**config.mk**
```make
export PLATFORM = sky130hd
export DESIGN_NAME = filter_chain_sequencer
export DESIGN_NICKNAME = d
export VERILOG_FILES = /design/src/rtl/filter_chain_sequencer.sv
export SDC_FILE = /design/constraint.sdc
export NUM_CORES = 1
export LEC_CHECK = 0
export ABC_CLOCK_PERIOD_IN_PS = 6050
export CAP_MARGIN = 40
export CELL_PAD_IN_SITES_DETAIL_PLACEMENT = 1
export CELL_PAD_IN_SITES_GLOBAL_PLACEMENT = 2
export CORE_MARGIN = 2
export CORE_UTILIZATION = 19
export DETAILED_ROUTE_END_ITERATION = 8
export PLACE_DENSITY = 0.95
export RECOVER_POWER = 100
export SLEW_MARGIN = 20
export SYNTH_ARGS = -nofsm -noshare
export SYNTH_HDL_FRONTEND = slang
export SYNTH_SLANG_ARGS = --single-unit
```
**constraint.sdc**
```tcl
create_clock -name clk -period 6.05 [get_ports clk]
set_clock_uncertainty 0.05 [all_clocks]
set_input_delay 0.9075 -clock clk [delete_from_list [all_inputs] [get_ports clk]]
set_output_delay 0.9075 -clock clk [all_outputs]
set_load 0.01 [all_outputs]
```
**src/rtl/filter_chain_sequencer.sv**
```systemverilog
// Runs up to three filter stages in order over one shared frame memory port,
// ping-ponging frame buffers A and B between consecutive enabled stages.
module filter_chain_sequencer #(
    parameter int FRAME_WORDS    = 76800,
    parameter int TIMEOUT_CYCLES = 1 << 22
) (
    input  logic         clk,
    input  logic         reset,
    input  logic         start,
    input  logic [2:0]   pass_mask,
    output logic         busy,
    output logic         done,
    output logic         error,
    output logic         result_sel,
    output logic [1:0]   active_stage,
    output logic [2:0]   stage_start,
    input  logic [2:0]   stage_done,
    input  logic [56:0]  stage_read_addr,
    input  logic [56:0]  stage_write_addr,
    input  logic [107:0] stage_write_data,
    input  logic [2:0]   stage_we,
    output logic [18:0]  mem_read_addr,
    output logic [18:0]  mem_write_addr,
    output logic [35:0]  mem_write_data,
    output logic         mem_we
);

    localparam int AW    = 19;
    localparam int DW    = 36;
    localparam int NS    = 3;
    localparam int CNT_W = $clog2(TIMEOUT_CYCLES);

    localparam logic [AW-1:0]    FRAME_SIZE = AW'(FRAME_WORDS);
    localparam logic [CNT_W-1:0] TIMER_LAST = CNT_W'(TIMEOUT_CYCLES - 1);
    localparam logic [1:0]       NO_STAGE   = 2'd3;

    typedef enum logic [2:0] {
        S_IDLE,
        S_LAUNCH,
        S_WAIT,
        S_NEXT,
        S_FINISH
    } state_t;

    state_t           state;
    logic [2:0]       mask_q;
    logic             src_sel;
    logic             done_prev;
    logic [CNT_W-1:0] timer;

    logic [1:0] first_stage;
    logic [1:0] later_stage;
    logic       cur_done;
    logic [3:0] done_ext;

    // Lowest enabled stage with index >= lo; NO_STAGE when none remains.
    function automatic logic [1:0] pick_stage(input logic [2:0] mask, input int lo);
        logic [1:0] idx;
        idx = NO_STAGE;
        for (int i = NS - 1; i >= 0; i--) begin
            if (mask[i] && i >= lo) begin
                idx = 2'(i);
            end
        end
        return idx;
    endfunction

    // NOTE: every signal written in always_comb gets a default first, so no latch is inferred.
    always_comb begin
        first_stage = pick_stage(pass_mask, 0);
        later_stage = pick_stage(mask_q, int'(active_stage) + 1);
        done_ext    = {1'b0, stage_done};
        cur_done    = done_ext[active_stage];
    end

    // NOTE: sequential state uses non-blocking assignments only; the pulse
    // defaults at the top are overridden by later assignments in the case.
    always_ff @(posedge clk or negedge reset) begin
        if (!reset) begin
            state        <= S_IDLE;
            mask_q       <= '0;
            src_sel      <= 1'b0;
            done_prev    <= 1'b0;
            timer        <= '0;
            busy         <= 1'b0;
            done         <= 1'b0;
            error        <= 1'b0;
            result_sel   <= 1'b0;
            active_stage <= NO_STAGE;
            stage_start  <= '0;
        end else begin
            stage_start <= '0;
            done        <= 1'b0;
            case (state)
                S_IDLE: begin
                    if (start) begin
                        mask_q     <= pass_mask;
                        error      <= 1'b0;
                        src_sel    <= 1'b0;
                        busy       <= 1'b1;
                        result_sel <= 1'b0;
                        if (first_stage == NO_STAGE) begin
                            state <= S_FINISH;
                        end else begin
                            state        <= S_LAUNCH;
                            active_stage <= first_stage;
                            stage_start  <= 3'b001 << first_stage;
                        end
                    end
                end
                S_LAUNCH: begin
                    // A done level already present at launch must not count as completion.
                    state     <= S_WAIT;
                    timer     <= '0;
                    done_prev <= cur_done;
                end
                S_WAIT: begin
                    done_prev <= cur_done;
                    if (cur_done && !done_prev) begin
                        state <= S_NEXT;
                    end else if (timer == TIMER_LAST) begin
                        error <= 1'b1;
                        state <= S_FINISH;
                    end else begin
                        timer <= timer + 1'b1;
                    end
                end
                S_NEXT: begin
                    result_sel <= ~src_sel;
                    src_sel    <= ~src_sel;
                    if (later_stage == NO_STAGE) begin
                        state <= S_FINISH;
                    end else begin
                        state        <= S_LAUNCH;
                        active_stage <= later_stage;
                        stage_start  <= 3'b001 << later_stage;
                    end
                end
                S_FINISH: begin
                    done         <= 1'b1;
                    busy         <= 1'b0;
                    active_stage <= NO_STAGE;
                    state        <= S_IDLE;
                end
                default: state <= S_IDLE;
            endcase
        end
    end

    logic [AW-1:0] rd_local;
    logic [AW-1:0] wr_local;
    logic [DW-1:0] wd_local;
    logic          we_local;
    logic [AW-1:0] src_base;
    logic [AW-1:0] dst_base;

    // Purely combinational so the stage sees the same address timing as a direct connection.
    always_comb begin
        rd_local       = '0;
        wr_local       = '0;
        wd_local       = '0;
        we_local       = 1'b0;
        src_base       = src_sel ? FRAME_SIZE : '0;
        dst_base       = src_sel ? '0 : FRAME_SIZE;
        mem_read_addr  = '0;
        mem_write_addr = '0;
        mem_write_data = '0;
        mem_we         = 1'b0;
        for (int i = 0; i < NS; i++) begin
            if (active_stage == 2'(i)) begin
                rd_local = stage_read_addr[i*AW +: AW];
                wr_local = stage_write_addr[i*AW +: AW];
                wd_local = stage_write_data[i*DW +: DW];
                we_local = stage_we[i];
            end
        end
        if (state == S_LAUNCH || state == S_WAIT) begin
            mem_read_addr  = rd_local + src_base;
            mem_write_addr = wr_local + dst_base;
            mem_write_data = wd_local;
            mem_we         = we_local && (wr_local < FRAME_SIZE);
        end
    end

endmodule

```
==> results of run 1 <==
==> cell usage in the layout (no fill, tap or decap), drive strengths merged, types with 5 or more instances in the layout <==
cell           netlist  final
inv                 12     12
a21o                 5      5
o21ai               21     21
ha                   9      9
o2bb2ai              6      6
clkbuf              23      7
nand4               14     14
a21oi               76     76
dlygate4sd3          0     81
mux2i               87     87
nor3                10     10
mux2                 5      5
xnor2                5      5
buf                 23     10
a31oi                7      7
dfrtp               35     35
nor2               138    138
nand3               15     15
nand2b              15     15
nand2               40     40
o31ai                9      9
or3                 10     10
and2                 7      7
clkdlybuf4s50        0    236
==> cell type report <==
| cell class | instances | area, sq um | share of cell area, % |
|---|---|---|---|
| multi-input combinational | 533 | 3340 | 41.0 |
| timing repair buffer | 329 | 3280 | 40.3 |
| sequential | 37 | 932 | 11.5 |
| tap | 319 | 399 | 4.91 |
| clock buffer | 5 | 125 | 1.54 |
| inverter | 12 | 45.0 | 0.554 |
| clock inverter | 3 | 17.5 | 0.215 |
==> worst min-delay path: stages, from the launching register on <==
cell and delay (ps):
dfrtp_1 340, nand2_1 50, nand2_1 60
==> sequential cells by signal (all words and copies together) (netlist names) <==
register      count
timer            22
error             1
src_sel           1
active_stage      2
state             3
mask_q            2
stage_start       3
done_prev         1
done              1
busy              1
==> metal layers <==
metal / global-route usage [%] / wire length, microns / share of wire (%) / vias up
met5: 0 / 57 / 0.24 / -
li1: - / - / - / 2823
met2: 30.2 / 11600 / 50 / 180
met3: 5.67 / 1760 / 7.6 / 34
met4: 4.85 / 558 / 2.4 / 8
met1: 20.1 / 9250 / 40 / 2836
==> cell families (layout without fill, tap and decap cells) <==
group                    after synthesis  in the layout  share of synthesized area (%)
flip-flops                            37             37                           20.5
buffers and inverters                 58            349                           5.65
AO/OA/AOI/OAI                        143            143                           18.9
adder cells (fa/ha/maj)               11             11                           3.38
multiplexers                          92             92                           20.5
AND/OR/NAND/NOR                      279            279                           29.5
XOR/XNOR                               8              8                           1.55
==> stage by stage <==
step	power (uW)	area [sq um]	utilization (%)	hold WS, ps	std cells
after floorplan	1920	4520	-	432	628
after global placement	3130	7960	34.0	413	1227
after detailed placement	3180	7970	34.1	426	1228
after CTS	3460	8110	34.7	442	1236
after global routing	3600	8130	34.7	489	1238
final	3310	8130	34.7	435	1238
==> how the worst max path moves through the flow <==
stage	startpoint	to	slack (ps)
finish	active_stage[0]	mem_write_addr[18]	740
global route	active_stage[0]	mem_write_addr[18]	440
CTS	stage_read_addr[29]	mem_read_addr[18]	940
detailed placement	stage_read_addr[29]	mem_read_addr[18]	950
global placement	stage_read_addr[29]	mem_read_addr[18]	980
floorplan	active_stage[1]	mem_read_addr[18]	1620
==> cells in the mapped netlist, drive strengths merged (10+ instances only) <==
| cell type | n | area [sq um] |
|---|---|---|
| a21oi | 76 | 384 |
| buf | 23 | 124 |
| clkbuf | 23 | 86.3 |
| dfrtp | 35 | 876 |
| inv | 12 | 45.0 |
| mux2i | 87 | 871 |
| nand2 | 40 | 153 |
| nand2b | 15 | 93.8 |
| nand3 | 15 | 75.1 |
| nand4 | 14 | 93.8 |
| nor2 | 138 | 521 |
| nor3 | 10 | 50.1 |
| o21ai | 21 | 105 |
| or3 | 10 | 62.6 |
==> power by group through the flow <==
stage          clock, uW  combinational [uW]  sequential, uW
2_1_floorplan          0                1580             338
3_3_place_gp           0                2740             386
3_5_place_dp           0                2790             389
4_1_cts              267                2810             384
5_1_grt              280                2930             388
6_report             261                2670             378
==> results.sh, run 1 <==
export IMPL_dpl_hpwl_microns=19100
export IMPL_routed_via_count=5881
export IMPL_nNetsFinal=1163
export IMPL_critPathTopFamily="buffers and inverters"
export IMPL_synth_nets=873
export IMPL_wl_per_cell_microns=18.8
export IMPL_reg2regPathDepth=5
export IMPL_setup_slack_ps=737
export IMPL_slowest_delay_ps=1100
export IMPL_fin_crit_ps=5310
export IMPL_reg2reg_slack_ps=2670
export IMPL_clk_latency_ps=290
export IMPL_viasPerCell=4.75
export IMPL_drv_slew=38
export IMPL_endpoint_kind="output pin"
export IMPL_timing_fmax_ghz=0.188
export IMPL_cts_max_level=2
export IMPL_place_gp_congestion=0.866
export IMPL_rsz0062_at_grt="no"
export IMPL_initial_utilization_pct=19.3
export IMPL_nFillCells=2878
export IMPL_io_buffers=317
export IMPL_r2r_end="timer[0]"
export IMPL_seq_area_frac_synth_pct=20.5
export IMPL_die_w_microns=158
export IMPL_post_route_period_util_pct=87.8
export IMPL_cts_tree="yes"
export IMPL_grt_max_degree=47
export IMPL_arrival_ps=4360
export IMPL_ys_seq_elements=37
export IMPL_whs_endpoint="busy"
export IMPL_setup_tns_ps=0
export IMPL_drive_gt1_share_pct=3.59
export IMPL_die_area_sq_um=25000
export IMPL_fp_dieH_microns=158
export IMPL_irDropWorstVdd_mv=0.179
export IMPL_cts_sinks=37
export IMPL_relSlewSlack_pct=-45.0
export IMPL_n_antenna_cell=0
export IMPL_p_int_uw=1640
export IMPL_cp_cell_sequence="buf_4 > mux2i_1 > o2bb2ai_1 > ha_1 > fa_1 > a21oi_1 > a31oi_1 > a41oi_1 > nor3_1 > nor3b_1 > dlygate4sd3_1"
export IMPL_regToRegStartpoint="active_stage[0]"
export IMPL_min_from="busy"
export IMPL_finalWirelength_microns=23300
export IMPL_core_area_sq_um=23400
export IMPL_cp_slowest_cell="dfstp_1"
export IMPL_place_worst_setup_slack_ps=948
export IMPL_post_cts_resized=0
export IMPL_synth_edf_count=0
export IMPL_cts_path_max_buffers=2
export IMPL_swShare_pct=50.5
export IMPL_drt_initial_drc_count=201
export IMPL_path_depth=11
export IMPL_seqPwrFrac_pct=11.4
export IMPL_firstDrtPassIters=4
export IMPL_avgSynthCellArea_sq_um=7.20
export IMPL_area_growth_pct=79.9
export IMPL_critPathBufInv=2
export IMPL_hold_viol_final=0
export IMPL_io_pins=318
export IMPL_grt_use_total_pct=17.2
export IMPL_synthFlopType="dfrtp_1"
export IMPL_whs_path_depth=2
export IMPL_worstHoldPathType="reg2reg"
export IMPL_numCtsBuffers=5
export IMPL_rows=56
export IMPL_cts_setup_buffers=0
export IMPL_cp_required_ps=5090
export IMPL_path_max_fanout=25
export IMPL_outcome="complete, but fails checks"
export IMPL_p_sw_uw=1670
export IMPL_async_flop_share_pct=100
export IMPL_crit_type="reg2out"
export IMPL_grt_overflow=0
export IMPL_drcViolationCount=0
export IMPL_pwr_share_comb_pct=80.7
export IMPL_clkSlewWorstSetupHoldPaths_ps=60
export IMPL_antenna_found_initial=4
export IMPL_grt_pass1_vias=5870
export IMPL_pwr_share_clk_pct=7.9
export IMPL_root_buffer="clkbuf_16"
export IMPL_worstMarginPinSlew_ps=2180
export IMPL_setup_violations=0
export IMPL_drv_cap=1
export IMPL_ys_types=64
export IMPL_grt_pass1_wl_microns=33000
export IMPL_cts_hold_buf=0
export IMPL_syn_inst=628
export IMPL_yosys_warnings=0
export IMPL_powerDensity_nw_per_um2=407
export IMPL_startpoint_type="flip-flop"
export IMPL_detail_route_antenna_nets=0
export IMPL_synth_area_sq_um=4520
export IMPL_violations="max-capacitance violations, max-slew violations"
export IMPL_power_leakage_uw=0.00346
(Power assumes the default switching activity.)
==> inputs of run 2 (changes only) <==
--- a/config.mk
+++ b/config.mk
@@ -14,7 +14,6 @@
 export DETAILED_ROUTE_END_ITERATION = 8
 export PLACE_DENSITY = 0.95
 export RECOVER_POWER = 100
-export SLEW_MARGIN = 20
 export SYNTH_ARGS = -nofsm -noshare
 export SYNTH_HDL_FRONTEND = slang
 export SYNTH_SLANG_ARGS = --single-unit
==> run 2 against run 1 <==
The flow still finishes with violations (max-capacitance violations, max-slew violations); wire length fell by 0.15%; critical path depth did not move; highest routed layer unchanged; sequential power barely moved; count of clock-buffer cells in the layout did not move; critical endpoint is now mem_read_addr[18]; first-iteration DRC count did not move; via count fell by 0.10%; total power fell by 0.85%; fmax rose by 0.47%.
==> results.sh, run 2 (synthesized netlist as in run 1, its figures left out) <==
export IMPL_drcViolationCount=0
export IMPL_slowest_delay_ps=1100
export IMPL_hold_slack_ps=438
export IMPL_power_leakage_uw=0.00345
export IMPL_place_gp_congestion=0.866
export IMPL_worstHoldPathType="reg2reg"
export IMPL_regMostFlops="timer"
export IMPL_swShare_pct=50.8
export IMPL_clkSlewWorstSetupHoldPaths_ps=60
export IMPL_postLayoutCellArea_sq_um=8110
export IMPL_final_util_pct=34.6
export IMPL_grt_use_total_pct=17.2
export IMPL_top_regs="timer: 22 flops, stage_start: 3 flops, state: 3 flops"
export IMPL_grt_pass1_vias=5870
export IMPL_post_cts_resized=0
export IMPL_endpoint_kind="output pin"
export IMPL_powerDensity_nw_per_um2=405
export IMPL_grt_max_degree=47
export IMPL_outcome="complete, but fails checks"
export IMPL_antenna_found_initial=4
export IMPL_violations="max-capacitance violations, max-slew violations"
export IMPL_die_area_sq_um=25000
export IMPL_arrival_ps=4330
export IMPL_cp_slowest_cell="dfstp_1"
export IMPL_placed_area_sq_um=7970
export IMPL_nFillCells=2883
export IMPL_timing_fmax_ghz=0.189
export IMPL_nNetsFinal=1162
export IMPL_routed_via_count=5875
export IMPL_seqCellArea_sq_um=932
export IMPL_pwr_share_clk_pct=7.9
export IMPL_total_power_uw=3280
export IMPL_drt_initial_drc_count=201
export IMPL_p_int_uw=1610
export IMPL_area_growth_pct=79.4
export IMPL_io_pins=318
export IMPL_drv_slew=76
export IMPL_startpoint_type="flip-flop"
export IMPL_cp_required_ps=5090
export IMPL_rsz0062_at_grt="no"
export IMPL_die_w_microns=158
export IMPL_firstDrtPassIters=4
export IMPL_finalWirelength_microns=23200
export IMPL_critPathTopFamily="flip-flops"
export IMPL_cts_setup_buffers=0
export IMPL_worstMarginPinSlew_ps=2300
export IMPL_grt_pass1_wl_microns=33000
export IMPL_pwr_share_comb_pct=80.5
export IMPL_critPathBufInv=2
export IMPL_setup_tns_ps=0
export IMPL_seqPwrFrac_pct=11.5
export IMPL_initial_utilization_pct=19.3
export IMPL_rows=56
export IMPL_fin_crit_ps=5290
export IMPL_core_area_sq_um=23400
export IMPL_detail_route_antenna_nets=0
export IMPL_grt_overflow=0
export IMPL_cts_tree="yes"
export IMPL_path_max_fanout=16
export IMPL_cts_max_level=2
export IMPL_dpl_hpwl_microns=19100
export IMPL_p_sw_uw=1670
export IMPL_io_buffers=317
export IMPL_cts_hold_buf=0
export IMPL_crit_type="reg2out"
export IMPL_fp_dieH_microns=158
export IMPL_cp_cell_sequence="mux2i_1 > o21ai_0 > ha_1 > inv_1 > fa_1 > nand2b_1 > a21oi_1 > a21oi_1 > a2111oi_0 > mux2i_1 > dlygate4sd3_1"
export IMPL_numCtsBuffers=5
export IMPL_root_buffer="clkbuf_16"
export IMPL_cts_path_max_buffers=2
export IMPL_hold_viol_final=0
export IMPL_irDropWorstVdd_mv=0.179
export IMPL_final_cell_mix="clkdlybuf4s50_1 (237), nor2_1 (137), mux2i_1 (87)"
export IMPL_viasPerCell=4.75
export IMPL_post_route_period_util_pct=87.4
export IMPL_cts_sinks=37
export IMPL_drive_gt1_share_pct=3.38
export IMPL_clk_latency_ps=290
export IMPL_wl_per_cell_microns=18.8
export IMPL_setup_violations=0
export IMPL_multi_input_area_sq_um=3340
export IMPL_final_common_cell="clkdlybuf4s50_1"
export IMPL_drv_cap=2
export IMPL_largest_reg_flops=22
export IMPL_relSlewSlack_pct=-53.0
run 2: final cells by class:
class | count | share of cell area [%]
flip-flops and latches | 37 | 11.5
clock inverters | 3 | 0.216
diodes | 1 | 0.0309
clock buffers | 5 | 1.54
multi-input cells | 533 | 41.2
well taps | 319 | 4.92
inverters | 12 | 0.556
repair buffers | 328 | 40.1
run 2: worst min-delay path, cell delays in order (launching register included):
cell     delay, ps
dfrtp_1        350
nand2_1         50
nand2_1         60
run 2: power groups by stage:
| stage | logic (uW) | registers, uW | clock network [uW] |
|---|---|---|---|
| 6_report | 2640 | 379 | 260 |
| 4_1_cts | 2810 | 384 | 267 |
| 5_1_grt | 2900 | 388 | 280 |
| 3_5_place_dp | 2790 | 389 | 0 |
| 2_1_floorplan | 1580 | 338 | 0 |
| 3_3_place_gp | 2740 | 386 | 0 |
run 2: worst paths after layout:
path / start / endpoint / depth (start not counted) / slack [ps]
max: active_stage[0] / mem_read_addr[18] / 11 / 760
min: busy / busy / 2 / 440
max reg2reg: state[0] / timer[0] / 5 / 2220
min reg2reg: busy / busy / 2 / 440
max in group asynchronous: reset / timer[13] / 2 / 2980
min in group asynchronous: reset / stage_start[1] / 2 / 1750
run 2: per-layer routing:
layer / GRT usage, % / up-vias / wire (microns)
li1: - / 2820 / -
met1: 20.1 / 2839 / 9220
met2: 30.2 / 174 / 11700
met3: 5.67 / 34 / 1740
met4: 4.85 / 8 / 558
met5: 0 / - / 57
run 2: metrics by stage:
stage | worst slack, ps | std cells
CTS | 940 | 1236
detailed placement | 948 | 1228
finish | 763 | 1238
global route | 461 | 1237
floorplan | 1620 | 628
global placement | 978 | 1227
